$ cat config.mk
export PLATFORM = sky130hd
export DESIGN_NAME = prog_loader
export DESIGN_NICKNAME = d
export VERILOG_FILES = /design/src/rtl/prog_loader.sv
export SDC_FILE = /design/constraint.sdc
export NUM_CORES = 1
export LEC_CHECK = 0
export ABC_AREA = 1
export CAP_MARGIN = 20
export CORE_MARGIN = 10
export CORE_UTILIZATION = 48
export CTS_CLUSTER_DIAMETER = 80
export CTS_CLUSTER_SIZE = 14
export DETAILED_ROUTE_END_ITERATION = 16
export GPL_ROUTABILITY_DRIVEN = 0
export PLACE_DENSITY = 0.75
export SYNTH_ARGS = -nofsm -noshare
export SYNTH_HDL_FRONTEND = slang
export SYNTH_SLANG_ARGS = --single-unit
$ cat constraint.sdc
create_clock -name clk -period 1.55 [get_ports clk]
set_input_delay 0.31 -clock clk [delete_from_list [all_inputs] [get_ports clk]]
set_output_delay 0.31 -clock clk [all_outputs]
set_load 0.02 [all_outputs]
$ cat src/rtl/prog_loader.sv
// prog_loader: framed byte-stream image loader driving the write port of the 256x16 program memory.
// Optional build macro LOADER_CLEAR_EN zero-fills the words past the image before releasing the CPU.
module prog_loader #(
  parameter int ADDR_W = 8,
  parameter int DATA_W = 16
) (
  input  logic              clk,
  input  logic              rst,
  input  logic              in_valid,
  input  logic [7:0]        in_byte,
  output logic              in_ready,
  output logic              mem_we,
  output logic [ADDR_W-1:0] mem_addr,
  output logic [DATA_W-1:0] mem_wdata,
  output logic              cpu_rst,
  output logic              done,
  output logic              err,
  output logic [ADDR_W:0]   words_loaded
);

  localparam int CNT_W = ADDR_W + 1;
  localparam logic [CNT_W-1:0] FULL_N = CNT_W'(1) << ADDR_W;

  typedef enum logic [2:0] {
    S_LEN,
    S_HI,
    S_LO,
    S_SUM,
    S_DONE,
    S_ERR
`ifdef LOADER_CLEAR_EN
    , S_CLEAR
`endif
  } state_t;

  state_t            state_q, state_d;
  logic              in_ready_q, in_ready_d;
  logic              mem_we_q, mem_we_d;
  logic [ADDR_W-1:0] mem_addr_q, mem_addr_d;
  logic [DATA_W-1:0] mem_wdata_q, mem_wdata_d;
  logic              cpu_rst_q, cpu_rst_d;
  logic              done_q, done_d;
  logic              err_q, err_d;
  logic [CNT_W-1:0]  words_q, words_d;
  logic [CNT_W-1:0]  n_q, n_d;
  logic [7:0]        sum_q, sum_d;
  logic [ADDR_W-1:0] idx_q, idx_d;
  logic [7:0]        hi_q, hi_d;
  logic              xfer;

  assign xfer = in_valid & in_ready_q;

  always_comb begin
    state_d     = state_q;
    mem_we_d    = 1'b0;
    mem_addr_d  = mem_addr_q;
    mem_wdata_d = mem_wdata_q;
    cpu_rst_d   = cpu_rst_q;
    done_d      = done_q;
    err_d       = err_q;
    words_d     = words_q;
    n_d         = n_q;
    sum_d       = sum_q;
    idx_d       = idx_q;
    hi_d        = hi_q;

    case (state_q)
      S_LEN, S_ERR: begin
        // From S_ERR the next byte is taken as a fresh LEN, allowing immediate retry.
        if (xfer) begin
          n_d     = (in_byte == 8'h00) ? FULL_N : CNT_W'(in_byte);
          sum_d   = 8'h00;
          idx_d   = '0;
          words_d = '0;
          err_d   = 1'b0;
          state_d = S_HI;
        end
      end
      S_HI: begin
        if (xfer) begin
          hi_d    = in_byte;
          sum_d   = sum_q ^ in_byte;
          state_d = S_LO;
        end
      end
      S_LO: begin
        if (xfer) begin
          mem_we_d    = 1'b1;
          mem_addr_d  = idx_q;
          mem_wdata_d = DATA_W'({hi_q, in_byte});
          sum_d       = sum_q ^ in_byte;
          idx_d       = idx_q + 1'b1;
          words_d     = words_q + 1'b1;
          state_d     = (words_q + 1'b1 == n_q) ? S_SUM : S_HI;
        end
      end
      S_SUM: begin
        if (xfer) begin
          if (in_byte == sum_q) begin
`ifdef LOADER_CLEAR_EN
            if (n_q == FULL_N) begin
              state_d   = S_DONE;
              done_d    = 1'b1;
              cpu_rst_d = 1'b0;
            end else begin
              state_d = S_CLEAR;
            end
`else
            state_d   = S_DONE;
            done_d    = 1'b1;
            cpu_rst_d = 1'b0;
`endif
          end else begin
            state_d = S_ERR;
            err_d   = 1'b1;
          end
        end
      end
`ifdef LOADER_CLEAR_EN
      S_CLEAR: begin
        // Release the CPU only once the write to the top address has been issued.
        if (mem_we_q && (mem_addr_q == '1)) begin
          state_d   = S_DONE;
          done_d    = 1'b1;
          cpu_rst_d = 1'b0;
        end else begin
          mem_we_d    = 1'b1;
          mem_addr_d  = idx_q;
          mem_wdata_d = '0;
          idx_d       = idx_q + 1'b1;
        end
      end
`endif
      default: ;
    endcase

    in_ready_d = (state_d != S_DONE);
`ifdef LOADER_CLEAR_EN
    if (state_d == S_CLEAR) in_ready_d = 1'b0;
`endif
  end

  always_ff @(posedge clk or negedge rst) begin
    if (!rst) begin
      state_q     <= S_LEN;
      in_ready_q  <= 1'b0;
      mem_we_q    <= 1'b0;
      mem_addr_q  <= '0;
      mem_wdata_q <= '0;
      cpu_rst_q   <= 1'b1;
      done_q      <= 1'b0;
      err_q       <= 1'b0;
      words_q     <= '0;
      n_q         <= '0;
      sum_q       <= 8'h00;
      idx_q       <= '0;
      hi_q        <= 8'h00;
    end else begin
      state_q     <= state_d;
      in_ready_q  <= in_ready_d;
      mem_we_q    <= mem_we_d;
      mem_addr_q  <= mem_addr_d;
      mem_wdata_q <= mem_wdata_d;
      cpu_rst_q   <= cpu_rst_d;
      done_q      <= done_d;
      err_q       <= err_d;
      words_q     <= words_d;
      n_q         <= n_d;
      sum_q       <= sum_d;
      idx_q       <= idx_d;
      hi_q        <= hi_d;
    end
  end

  assign in_ready     = in_ready_q;
  assign mem_we       = mem_we_q;
  assign mem_addr     = mem_addr_q;
  assign mem_wdata    = mem_wdata_q;
  assign cpu_rst      = cpu_rst_q;
  assign done         = done_q;
  assign err          = err_q;
  assign words_loaded = words_q;

endmodule
# Yosys cells after proc, flatten, opt, wreduce, memory -nomap -nowiden
# Cells that the tools add are included.
[totals] reg_bits=74 latch_bits=0 ramBits=0 rom_bits=0 in_bits=11 output_inout_bits=38 wordCells=65 mem_count=0
[classes] addsub=2 mul=0 div=0 order_cmp=0 n_eq_ne=12 shifts=0 mux=22 n_bitwise=2 reduce_logical=14
[ops] cell="8-bit case mux with 2 select lines" count=2
[ops] cell="9-bit two-way mux" count=3
[ops] cell="8-bit two-way mux" count=3
[ops] cell="9-bit case mux with 2 select lines" count=1
[ops] cell="3-bit two-way mux" count=4
[ops] cell="3-bit case mux with 4 select lines" count=1
[ops] cell="9-bit by 1-bit adder with 9-bit output (second input constant)" count=1
[ops] cell="9-bit == test" count=1
[ops] cell="3-bit AND reduction" count=3
[ops] cell="8-bit by 1-bit adder with 8-bit output (second input constant)" count=1
[ops] cell="8-bit == test" count=1
[ops] cell="8-bit zero test" count=1
[ops] cell="2-bit != test (second input constant)" count=4
[ops] cell="8-bit bitwise XOR" count=1
[ops] cell="3-bit by 2-bit == test with 1-bit output (second input constant)" count=2
[ops] cell="1-bit two-way mux" count=6
[ops] cell="2-bit AND reduction" count=3
[ops] cell="2-bit nonzero test" count=3
[ops] cell="4-bit AND reduction" count=1
[ops] cell="2-bit OR reduction" count=2
[ops] cell="3-bit by 1-bit == test with 1-bit output (second input constant)" count=1
[ops] cell="3-bit == test (second input constant)" count=1
[ops] cell="3-bit zero test" count=1
[ops] cell="3-bit != test (second input constant)" count=1
[ops] cell="4 further kinds" count=4

# Longest topological paths before layout
# Gate-level depths: netlist of the first run.
[logic_depth] depth_word=6 ltp_mapped=13 mapped_depth_nobuf=13

# Least setup slack after synthesis of the first run
# OpenSTA, ideal clock, no wires.
[synth_path] path_type="reg2reg" start="register words_q[0] (netlist: words_loaded[0])" end="register in_ready_q (netlist: in_ready)" setup_time_ps=129 arrival_ps=1510 required_ps=1421 path_slack_ps=-89 stages_incl_launch_ff=11 path_buffers=0 synth_period_minus_slack_ps=1639 cell_sequence="dfrtp_1 > ha_1 > nand3_1 > o21ai_0 > nand2_1 > nor2_1 > nor2_1 > nand3_1 > nand2_1 > nand2_1 > nand3_1"
[synth_via] elab_chain_len=6
[synth_lines] element="start: declaration" line_no="44" text="logic [CNT_W-1:0] words_q, words_d;"
[synth_lines] element="start signal: assignment" line_no="167" text="words_q <= words_d;"
[synth_lines] element="9-bit by 1-bit adder with 9-bit output" line_no="94" text="state_d = (words_q + 1'b1 == n_q) ? S_SUM : S_HI;"
[synth_lines] element="9-bit == test" line_no="94"
[synth_lines] element="2-bit two-way mux" line_no="94"
[synth_lines] element="3-bit two-way mux" line_no="87" text="if (xfer) begin"
[synth_lines] element="3-bit case mux with 4 select lines" line_no="67" text="case (state_q)"
[synth_lines] element="3-bit != test" line_no="137" text="in_ready_d = (state_d != S_DONE);"
[synth_lines] element="named net in_ready_d" line_no="37" text="logic in_ready_q, in_ready_d;"
[synth_lines] element="end signal: assignment" line_no="160" text="in_ready_q <= in_ready_d;"
[synth_lines] element="end: declaration" line_no="37"
# The timed path passes the listed nets, and every way through them passes these cells.
# A chain may end at the register's enable or synchronous reset.

# Worst setup path after layout of the first run
[layout_path] start="register words_q[0] (netlist: words_loaded[0])" end="register state_q[1]"
[layout_via] elab_chain_len=5
[layout_lines] element="9-bit by 1-bit adder with 9-bit output" line_no="94"
[layout_lines] element="9-bit == test" line_no="94"
[layout_lines] element="2-bit two-way mux" line_no="94"
[layout_lines] element="3-bit two-way mux" line_no="87"
[layout_lines] element="3-bit case mux with 4 select lines" line_no="67"
[layout_lines] element="named net state_d[1]" line_no="36" text="state_t state_q, state_d;"
[layout_lines] element="end signal: assignment" line_no="159" text="state_q <= state_d;"
[layout_lines] element="end: declaration" line_no="36"
# The timed path passes the listed nets, and every way through them passes these cells.

==> results.ini, run 1 <==
[finish]
design_area_um2=4470
diodes=0
area_growth_pct=32.4
final_cells=583
nets=495
final_common_cell=nand2_1
drive_gt1_share_pct=19.1
final_cell_mix=116 x nand2_1, 69 x dfrtp_1, 43 x o21ai_0, 40 x inv_1, 35 x dlygate4sd2_1

[sta]
slew_headroom_pct=74.1
skew_ns=0.0152
setup_viol=5
drv_slew=0
worst_pin_slew_ns=0.389
min_period_over_period_pct=108
holdWs_ns=0.452
hold_viol_final=0
max_freq_mhz=599
rsz0062_at_grt=true
fin_ws_ns=-0.120
fin_crit_ns=1.67

[routing]
remaining_drc_errors=0
firstDrtPassIters=4
wire_per_inst_um=14.1
vias_per_cell=4.96
final_antenna_net_count=0
drt_iter0_markers=126
routed_wl_um=8200
via_count=2892

[clock_tree]
h-tree-depth=3
cts.reportedPaths.clkPinSlew_ns=0.08
clock_latency_ns=0.36
cts_sinks=74
cts_tree=built
cts_root_buf=clkbuf_8
clock_path_buffers=2
numCtsBuffers=9

[worst_setup_path]
cp.required_ns=1.84
r2r_setup_slack_ns=-0.12
endpoint_kind=flip-flop
crit_arrival_ns=1.96
worst_setup_path_start_kind=flip-flop
worstSetupPathType=flip-flop to flip-flop
path_max_fanout=3

[grt]
grt_pass1_vias=2941
grt_pass1_wl_um=13800
grt.met2_usage_pct=24.5
track_usage_pct=15.5
grt_max_degree=75
met3_usage_pct=5.08
antenna_found_initial=0
grt-busiest-layer=met2
overflow=0
grt_use_met1_pct=18.7

[synth]
syn_inst=400
async_flop_share_pct=100
synth_cell_type_count=29
synthAdderAreaFrac_pct=0.741
synth-seq-cells=74
synth.yosys.seq_area_share_pct=54.9
synth-simple-area-share_pct=24.9
synth.avg_cell_area_um2=8.45
syn_area_um2=3380
synthXorXnorAreaFrac_pct=2.07
synth_edf_count=0
syn_nets=413
yosysWarnings=0
synth_top_family_by_area=simple AND/OR/NAND/NOR gates
synth_flop_cell=dfrtp_1
synth_compound_area_share_pct=10.6
synth_mux_area_share_pct=0

[floorplanning]
die_w_um=104
start_util_pct=49.5
fp-row-count=30
core_um2=6830
io_pins=49
fp.dieH_um=104
dieArea_um2=10800

[place]
post_dp_cell_area_um2=4190
dp_hpwl_um=5820
io_buffers=48
dp_cells=566

[run_status]
status=finished with violations
failed_checks=negative setup slack

[power]
power.density_nw_per_um2=1800
p_leak_nw=2.28
ir_drop_mv=0.847
total_power_mw=8.06

[worst_hold_path]
hold_class=flip-flop to flip-flop

[run]
drv_cap=0

area by class of cell:
class / instances / area [µm²]
flip-flops and latches: 74 / 1860
repair buffers: 82 / 699
clock buffers: 9 / 124
inverters: 46 / 176
fillers: 569 / 2360
multi-input cells: 269 / 1370
well taps: 96 / 120
clock inverters: 7 / 125
sequential cells by signal, summed over array words and instances (netlist names):
| signal | cells |
|---|---|
| cpu_rst | 1 |
| done | 1 |
| err | 1 |
| hi_q | 8 |
| idx_q | 8 |
| in_ready | 1 |
| mem_addr | 8 |
| mem_wdata | 16 |
| mem_we | 1 |
| n_q | 9 |
| state_q | 3 |
| sum_q | 8 |
| words_loaded | 9 |
critical path, stage by stage, from the launching register on:
cell,delay [ns]
dfrtp_2,0.43
ha_4,0.17
buf_4,0.14
inv_1,0.06
nand2_2,0.06
nand3_2,0.07
nand2_2,0.05
nor2_2,0.07
nand3_1,0.08
nor2_1,0.10
nand3_1,0.11
nand2_1,0.10
nand2_2,0.07
nand2_1,0.06
worst paths after layout:
kind / from / to / cells after the start
min: cpu_rst$_DFFE_PN1P_ / cpu_rst$_DFFE_PN1P_ / 2
max reg2reg: words_loaded[0]$_DFFE_PN0P_ / state_q[1]$_DFF_PN0_ / 13
max: words_loaded[0]$_DFFE_PN0P_ / state_q[1]$_DFF_PN0_ / 13
min reg2reg: cpu_rst$_DFFE_PN1P_ / cpu_rst$_DFFE_PN1P_ / 2
min in group asynchronous: rst / words_loaded[5]$_DFFE_PN0P_ / 3
max in group asynchronous: rst / cpu_rst$_DFFE_PN1P_ / 3
cell usage after synthesis, types with 2 or more instances:
master / n / area (µm²)
inv_1: 42 / 158
nand3b_1: 3 / 22.5
ha_1: 2 / 25.0
clkbuf_1: 2 / 7.51
dfrtp_1: 73 / 1830
o21a_1: 2 / 15.0
o22ai_1: 9 / 56.3
a21oi_1: 10 / 50.1
nor2_1: 20 / 75.1
buf_2: 8 / 40.0
nand2_2: 7 / 43.8
o21ai_0: 45 / 225
nor3_1: 3 / 15.0
nand3_1: 25 / 125
xnor2_1: 8 / 70.1
nand2_1: 121 / 454
nand4_1: 3 / 18.8
nor2_2: 3 / 18.8
nor2_4: 2 / 22.5
inv_2: 3 / 11.3
logic make-up (layout without fill, tap and decap cells):
kind of cell | after synthesis | count (layout)
AND/OR/NAND/NOR | 191 | 191
flip-flops | 74 | 74
AO/OA/AOI/OAI | 68 | 68
buffers and inverters | 57 | 144
XOR/XNOR | 8 | 8
adder cells (fa/ha/maj) | 2 | 2
where the power goes:
part | internal [mW] | switching, mW | total, mW
combinational | 1.26 | 1.89 | 3.15
sequential | 2.58 | 0.458 | 3.04
clock | 1.08 | 0.788 | 1.87
what timing repair did:
action	4_1_cts	5_1_grt
hold buffers	1	0
setup endpoints to repair	46	30
pin swaps	1	7
gates cloned	0	0
hold endpoints to repair	73	0
setup buffers	0	0
gates resized for setup	47	22
through the flow:
step / util (%) / TNS [ns] / worst slack (ns)
after floorplan: - / 0 / 0.000478
final: 65.5 / -0.282 / -0.120
after global routing: 65.5 / -1.67 / -0.252
after detailed placement: 61.3 / -8.23 / -0.274
after global placement: 61.3 / -5.85 / -0.254
after CTS: 64.8 / -0.396 / -0.135
metal layers:
layer / share of wire (%) / vias up / wire, µm
met5: 0 / - / 0
met4: 2.0 / 0 / 163
met3: 7.6 / 12 / 621
met2: 47 / 82 / 3860
met1: 43 / 1351 / 3560
li1: - / 1447 / -
No activity file was read; power rests on OpenSTA's default activity.
==> run 2: changes to the inputs <==
--- a/config.mk
+++ b/config.mk
@@ -5,7 +5,6 @@
 export SDC_FILE = /design/constraint.sdc
 export NUM_CORES = 1
 export LEC_CHECK = 0
-export ABC_AREA = 1
 export CAP_MARGIN = 20
 export CORE_MARGIN = 10
 export CORE_UTILIZATION = 48
@@ -13,7 +12,7 @@
 export CTS_CLUSTER_SIZE = 14
 export DETAILED_ROUTE_END_ITERATION = 16
 export GPL_ROUTABILITY_DRIVEN = 0
-export PLACE_DENSITY = 0.75
+export PLACE_DENSITY = 0.74
 export SYNTH_ARGS = -nofsm -noshare
 export SYNTH_HDL_FRONTEND = slang
 export SYNTH_SLANG_ARGS = --single-unit
==> run 2 against run 1 <==
Against the previous run:
- the run still ends with negative setup slack left
- clock skew fell by 0.0074 ns
- sequential share of layout area fell by 4.2 points
- worst setup slack got worse by 0.12 ns
- utilization rose by 6.5 points
- cell count fell by 1.2%
- synthesized cell count fell by 7.5%
- global-route usage rose by 1.4 points
- critical path type unchanged
- critical endpoint unchanged
- largest cell class unchanged
- highest routed layer unchanged
==> results.ini, run 2 <==
[run_status]
status=finished with violations
failed_checks=negative setup slack

[synth]
synth_cell_type_count=44
ys_top_cells_by_count=106 x nand2_1, 73 x dfrtp_1, 34 x o21ai_0
yosysWarnings=0
syn_nets=383
yosys.area.top_type=dfrtp_1
synth_edf_count=0
synthTopCellsByArea=dfrtp_1 53%, nand2_1 12%, o21ai_0 4.9%
syn_area_um2=3450
synth.yosys.seq_area_share_pct=53.7
yosysMostFrequentCell=nand2_1
async_flop_share_pct=100
synth.avg_cell_area_um2=9.32
synth-seq-cells=74
yosys.area.top_type_share_pct=53.0
synth_flop_cell=dfrtp_1
syn_inst=370

[worst_setup_path]
endpoint_kind=flip-flop
crit_arrival_ns=2.03
worst_setup_path_start_kind=flip-flop
path_max_fanout=6
r2r.worst_path.cells=7
timing.rr.start=words_loaded[0]$_DFFE_PN0P_
endpoint=state_q[1]$_DFF_PN0_
reg2reg_to=state_q[1]$_DFF_PN0_
r2r_setup_slack_ns=-0.24
cp.required_ns=1.79
startpoint=words_loaded[0]$_DFFE_PN0P_
worstSetupPathType=flip-flop to flip-flop

[power]
p_leak_nw=2.46
power.density_nw_per_um2=1690
ir_drop_mv=0.893

[grt]
overflow=0
antenna_found_initial=0
grt_max_degree=36
grt_pass1_vias=3155
grt_pass1_wl_um=15500
track_usage_pct=16.9

[routing]
routed_wl_um=10200
wire_per_inst_um=17.6
drt_iter0_markers=199
vias_per_cell=5.44
firstDrtPassIters=4
remaining_drc_errors=0
via_count=3133
final_antenna_net_count=0

[floorplanning]
start_util_pct=49.9
core_um2=6910
die_w_um=105
dieArea_um2=11000
fp.dieH_um=105
io_pins=49
fp-row-count=30

[sta]
fin_setup_tns_ns=-1.46
hold_viol_final=0
skew_ns=0.00780
drv_slew=0
min_period_over_period_pct=116
fin_crit_ns=1.79
worst_pin_slew_ns=0.348
setup_viol=20
fin_ws_ns=-0.243
slew_headroom_pct=76.8
max_freq_mhz=558
rsz0062_at_grt=true

[worst_hold_path]
hold_class=primary input to asynchronous set/reset pin

[finish]
nets=488
final_cell_mix=102 x nand2_1, 69 x dfrtp_1, 49 x buf_4, 31 x dlygate4sd2_1, 21 x nor2_1
final_common_cell=nand2_1
drive_gt1_share_pct=29.2
largest_reg_flops=16
area_growth_pct=44.1
fill_cells=519
diodes=0

[clock_tree]
cts_sinks=74
clock_path_buffers=2
clock_latency_ns=0.36
cts_tree=built
numCtsBuffers=9
cts.reportedPaths.clkPinSlew_ns=0.08
h-tree-depth=3
cts_root_buf=clkbuf_8

[run]
drv_cap=0

[place]
dp_hpwl_um=6150
pre_cts_slack_ns=-0.541
io_buffers=48

run 2: cell count changes in the layout (fill, tap and decap cells not counted), moves of 6 or more:
cell     before  now
a21oi_1      10    4
buf_4        31   49
buf_6         0   11
inv_1        40    2
mux2_2        0    6
nand2_1     116  102
nand2_2      11    4
o21ai_0      43   14
o21ai_1       3   16
o22ai_1       9    1
xnor2_1       8   18
xor2_1        0    7
run 2: logic make-up after synthesis:
logic type / Yosys count / synth area share (%)
AO/OA/AOI/OAI: 56 / 9.79
XOR/XNOR: 26 / 6.60
adder cells (fa/ha/maj): 2 / 0.725
buffers and inverters: 25 / 3.41
flip-flops: 74 / 53.7
multiplexers: 12 / 3.88
AND/OR/NAND/NOR: 175 / 21.9
run 2: layout make-up:
class	instances	area [µm²]	area share, %
inverters	3	13.8	0.277
multi-input cells	272	1690	34.1
repair buffers	115	1030	20.8
clock buffers	9	124	2.49
flip-flops and latches	74	1860	37.4
clock inverters	7	125	2.52
well taps	96	120	2.42
run 2: critical path, stage by stage (launching register included):
cell and delay [ns]:
dfrtp_2 0.38, buf_6 0.10, ha_4 0.16, and3_1 0.19, and3_4 0.22, mux2_2 0.33, mux2i_1 0.20, o31ai_2 0.09
run 2: repair_timing:
item                                    in CTS  in global routing
hold buffers                                 1                  0
setup buffers                                7                  8
endpoints found under the setup margin      80                 59
resized for setup                           81                 47
hold endpoints to repair                    21                  0
pin swaps                                   15                 15
cloned                                       1                  4
run 2: how the worst min path moves through the flow:
stage | start | to | cells after the start
6_report | rst | words_loaded[2]$_DFFE_PN0P_ | 2
5_1_grt | rst | words_loaded[2]$_DFFE_PN0P_ | 2
4_1_cts | rst | words_loaded[2]$_DFFE_PN0P_ | 2
3_5_place_dp | rst | words_loaded[2]$_DFFE_PN0P_ | 1
3_3_place_gp | rst | words_loaded[2]$_DFFE_PN0P_ | 1
2_1_floorplan | rst | done$_DFFE_PN0P_ | 0
run 2: through the flow:
| stage | power (mW) | area (µm²) | hold WS [ns] | util (%) | instances |
|---|---|---|---|---|---|
| after global placement | 5.94 | 4350 | 0.234 | 63.0 | 539 |
| after detailed placement | 6.02 | 4350 | 0.238 | 63.0 | 539 |
| after global routing | 8.89 | 4970 | 0.417 | 72.0 | 576 |
| final | 8.39 | 4970 | 0.396 | 72.0 | 576 |
| after CTS | 8.00 | 4740 | 0.409 | 68.6 | 564 |
| after floorplan | 4.77 | 3500 | 0.0144 | - | 370 |
run 2: power by group:
part / internal, mW / total (mW) / switching [mW]
Sequential: 2.54 / 3.00 / 0.453
Clock: 1.09 / 1.87 / 0.782
Combinational: 1.64 / 3.53 / 1.89
Total: 5.27 / 8.39 / 3.12
run 2: per-layer routing:
layer  global-route usage, %  vias up  part of all wire (%)
li1                        -     1461                     -
met1                    20.7     1535                    41
met2                    27.5      119                    49
met3                    5.47       18                   7.5
met4                    5.59        0                   2.1
met5                       0        -                     0
==> run 3: changes to the inputs <==
--- a/config.mk
+++ b/config.mk
@@ -5,14 +5,16 @@
 export SDC_FILE = /design/constraint.sdc
 export NUM_CORES = 1
 export LEC_CHECK = 0
+export ABC_CLOCK_PERIOD_IN_PS = 1550
 export CAP_MARGIN = 20
 export CORE_MARGIN = 10
 export CORE_UTILIZATION = 48
 export CTS_CLUSTER_DIAMETER = 80
 export CTS_CLUSTER_SIZE = 14
 export DETAILED_ROUTE_END_ITERATION = 16
+export DONT_BUFFER_PORTS = 1
 export GPL_ROUTABILITY_DRIVEN = 0
-export PLACE_DENSITY = 0.74
+export PLACE_DENSITY = 0.65
 export SYNTH_ARGS = -nofsm -noshare
 export SYNTH_HDL_FRONTEND = slang
 export SYNTH_SLANG_ARGS = --single-unit
==> run 3 against run 2 <==
Against the previous run:
- the flow finishes with violations (negative hold slack, negative setup slack)
- sequential share of layout area rose by 1.6 points
- critical path depth did not move
- final area fell by 4.2%
- first-iteration DRC count fell by 29%
- critical endpoint unchanged
- largest cell class unchanged
==> results.ini, run 3 (synthesis gave the netlist of run 2 again) <==
[grt]
grt_pass1_vias=2735
grt_max_degree=75
track_usage_pct=15.3
overflow=0
grt_pass1_wl_um=13900
antenna_found_initial=0

[routing]
firstDrtPassIters=4
vias_per_cell=5.49
final_antenna_net_count=0
via_count=2906
drt_iter0_markers=141
routed_wl_um=9690
remaining_drc_errors=0
wire_per_inst_um=18.3

[power]
ir_drop_mv=1.11
sequentialPowerShare_pct=41.0
p_int_mw=5.22
power_frac_clock_pct=21.8
switching_share_pct=37.3
p_leak_nw=2.23
power.share.combinational_pct=37.3
p_sw_mw=3.11
power.density_nw_per_um2=1750

[sta]
worst_pin_slew_ns=0.359
setup_viol=59
fin_ws_ns=-0.237
fin_crit_ns=1.79
min_period_over_period_pct=115
max_freq_mhz=560
fin_setup_tns_ns=-3.98
slew_headroom_pct=75.9
rsz0062_at_grt=true
holdWs_ns=-0.350
skew_ns=0.0151
drv_slew=0
hold_viol_final=74

[run_status]
status=finished with violations
failed_checks=negative hold slack, negative setup slack

[clock_tree]
cts_tree=built
clock_latency_ns=0.35
cts_sinks=74
numCtsBuffers=9
cts.reportedPaths.clkPinSlew_ns=0.09
cts_root_buf=clkbuf_8
clock_path_buffers=2
h-tree-depth=3

[finish]
seq_area_um2=1860
final_cell_mix=69 x dfrtp_1, 67 x nand2_1, 41 x buf_4, 33 x nand2_2, 20 x nor2_1
multi_input_area_um2=1810
nets=442
drive_gt1_share_pct=39.5
largest_reg_flops=16
final_common_cell=dfrtp_1
diodes=0
area_growth_pct=38.0
fill_cells=513

[worst_setup_path]
crit_path_cell_trace=ha_4 > nand2_2 > buf_4 > nor3_1 > o2111a_1 > o2111ai_2 > o31ai_1
worstSetupPathType=flip-flop to flip-flop
cp_slowest_cell=dfrtp_2
path_max_fanout=6
cp.required_ns=1.80
crit_family=compound AO/OA/AOI/OAI gates
cp_slowest_stage_delay_ns=0.39
crit_arrival_ns=2.04
worst_setup_path_start_kind=flip-flop
endpoint_kind=flip-flop
cp_num_buf_inv=1

[floorplanning]
die_w_um=105
start_util_pct=49.9
core_um2=6910
fp-row-count=30
fp.dieH_um=105
io_pins=49
dieArea_um2=11000

[run]
drv_cap=0

[place]
dp_hpwl_um=5640
io_buffers=0

[worst_hold_path]
hold_class=primary input to asynchronous set/reset pin

[run 3: worst paths after layout]
kind | from | endpoint | slack [ns] | depth (start not counted)
setup / recovery | words_loaded[1]$_DFFE_PN0P_ | state_q[1]$_DFF_PN0_ | -0.24 | 7
max in group asynchronous | rst | cpu_rst$_DFFE_PN1P_ | 1.69 | 0
setup reg to reg | words_loaded[1]$_DFFE_PN0P_ | state_q[1]$_DFF_PN0_ | -0.24 | 7
hold / removal | rst | mem_addr[0]$_DFFE_PN0P_ | -0.35 | 0
min in group clk | in_byte[4] | n_q[4]$_DFFE_PN0P_ | 0.06 | 2
hold reg to reg | hi_q[6]$_DFFE_PN0P_ | mem_wdata[14]$_DFFE_PN0P_ | 0.49 | 2
[run 3: cell type report]
cell class | count | share of cell area [%]
Clock buffer | 9 | 2.60
Clock inverter | 6 | 2.42
Inverter | 3 | 0.289
Multi-Input combinational cell | 272 | 38.0
Sequential cell | 74 | 39.0
Tap cell | 96 | 2.52
Timing Repair Buffer | 69 | 15.2
[run 3: through the flow]
stage                     utilization [%]  power, mW  cells  instance area (µm²)  worst slack (ns)
after floorplan                         -       4.77    370                 3500            -0.239
after global placement               55.7       5.37    489                 3850            -0.186
after detailed placement             55.7       5.43    489                 3850            -0.243
after CTS                            62.6       7.64    516                 4320            -0.193
after global routing                 68.9       8.80    529                 4760            -0.327
final                                68.9       8.33    529                 4760            -0.237
[run 3: power groups by stage]
| stage | Sequential [mW] | Combinational, mW | Clock [mW] |
|---|---|---|---|
| finish | 3.41 | 3.11 | 1.81 |
| global route | 3.49 | 3.38 | 1.93 |
| CTS | 3.34 | 2.47 | 1.83 |
| detailed placement | 3.37 | 2.06 | 0 |
| global placement | 3.36 | 2.01 | 0 |
| floorplan | 3.26 | 1.51 | 0 |
[run 3: worst register-to-register path, delay by kind of cell (launching register included)]
| kind | cells | cell delay (ns) |
|---|---|---|
| AOI/OAI and AO/OA | 3 | 0.60 |
| and+or+nand+nor | 2 | 0.40 |
| DFF | 1 | 0.39 |
| adders and majority gates | 1 | 0.17 |
| buffers and inverters | 1 | 0.14 |
[run 3: metal layers]
metal	part of all wire (%)	GRT usage, %	vias up
li1	-	-	1351
met1	40	18.7	1446
met2	52	24.9	89
met3	6.0	4.48	20
met4	2.1	5.98	0
met5	0	0	-
[run 3: what timing repair did]
action	CTS	global route
endpoints found under the setup margin	42	67
cloned	2	6
hold endpoints to repair	74	74
gates resized for setup	36	99
pin swaps	8	44
buffers inserted	10	8
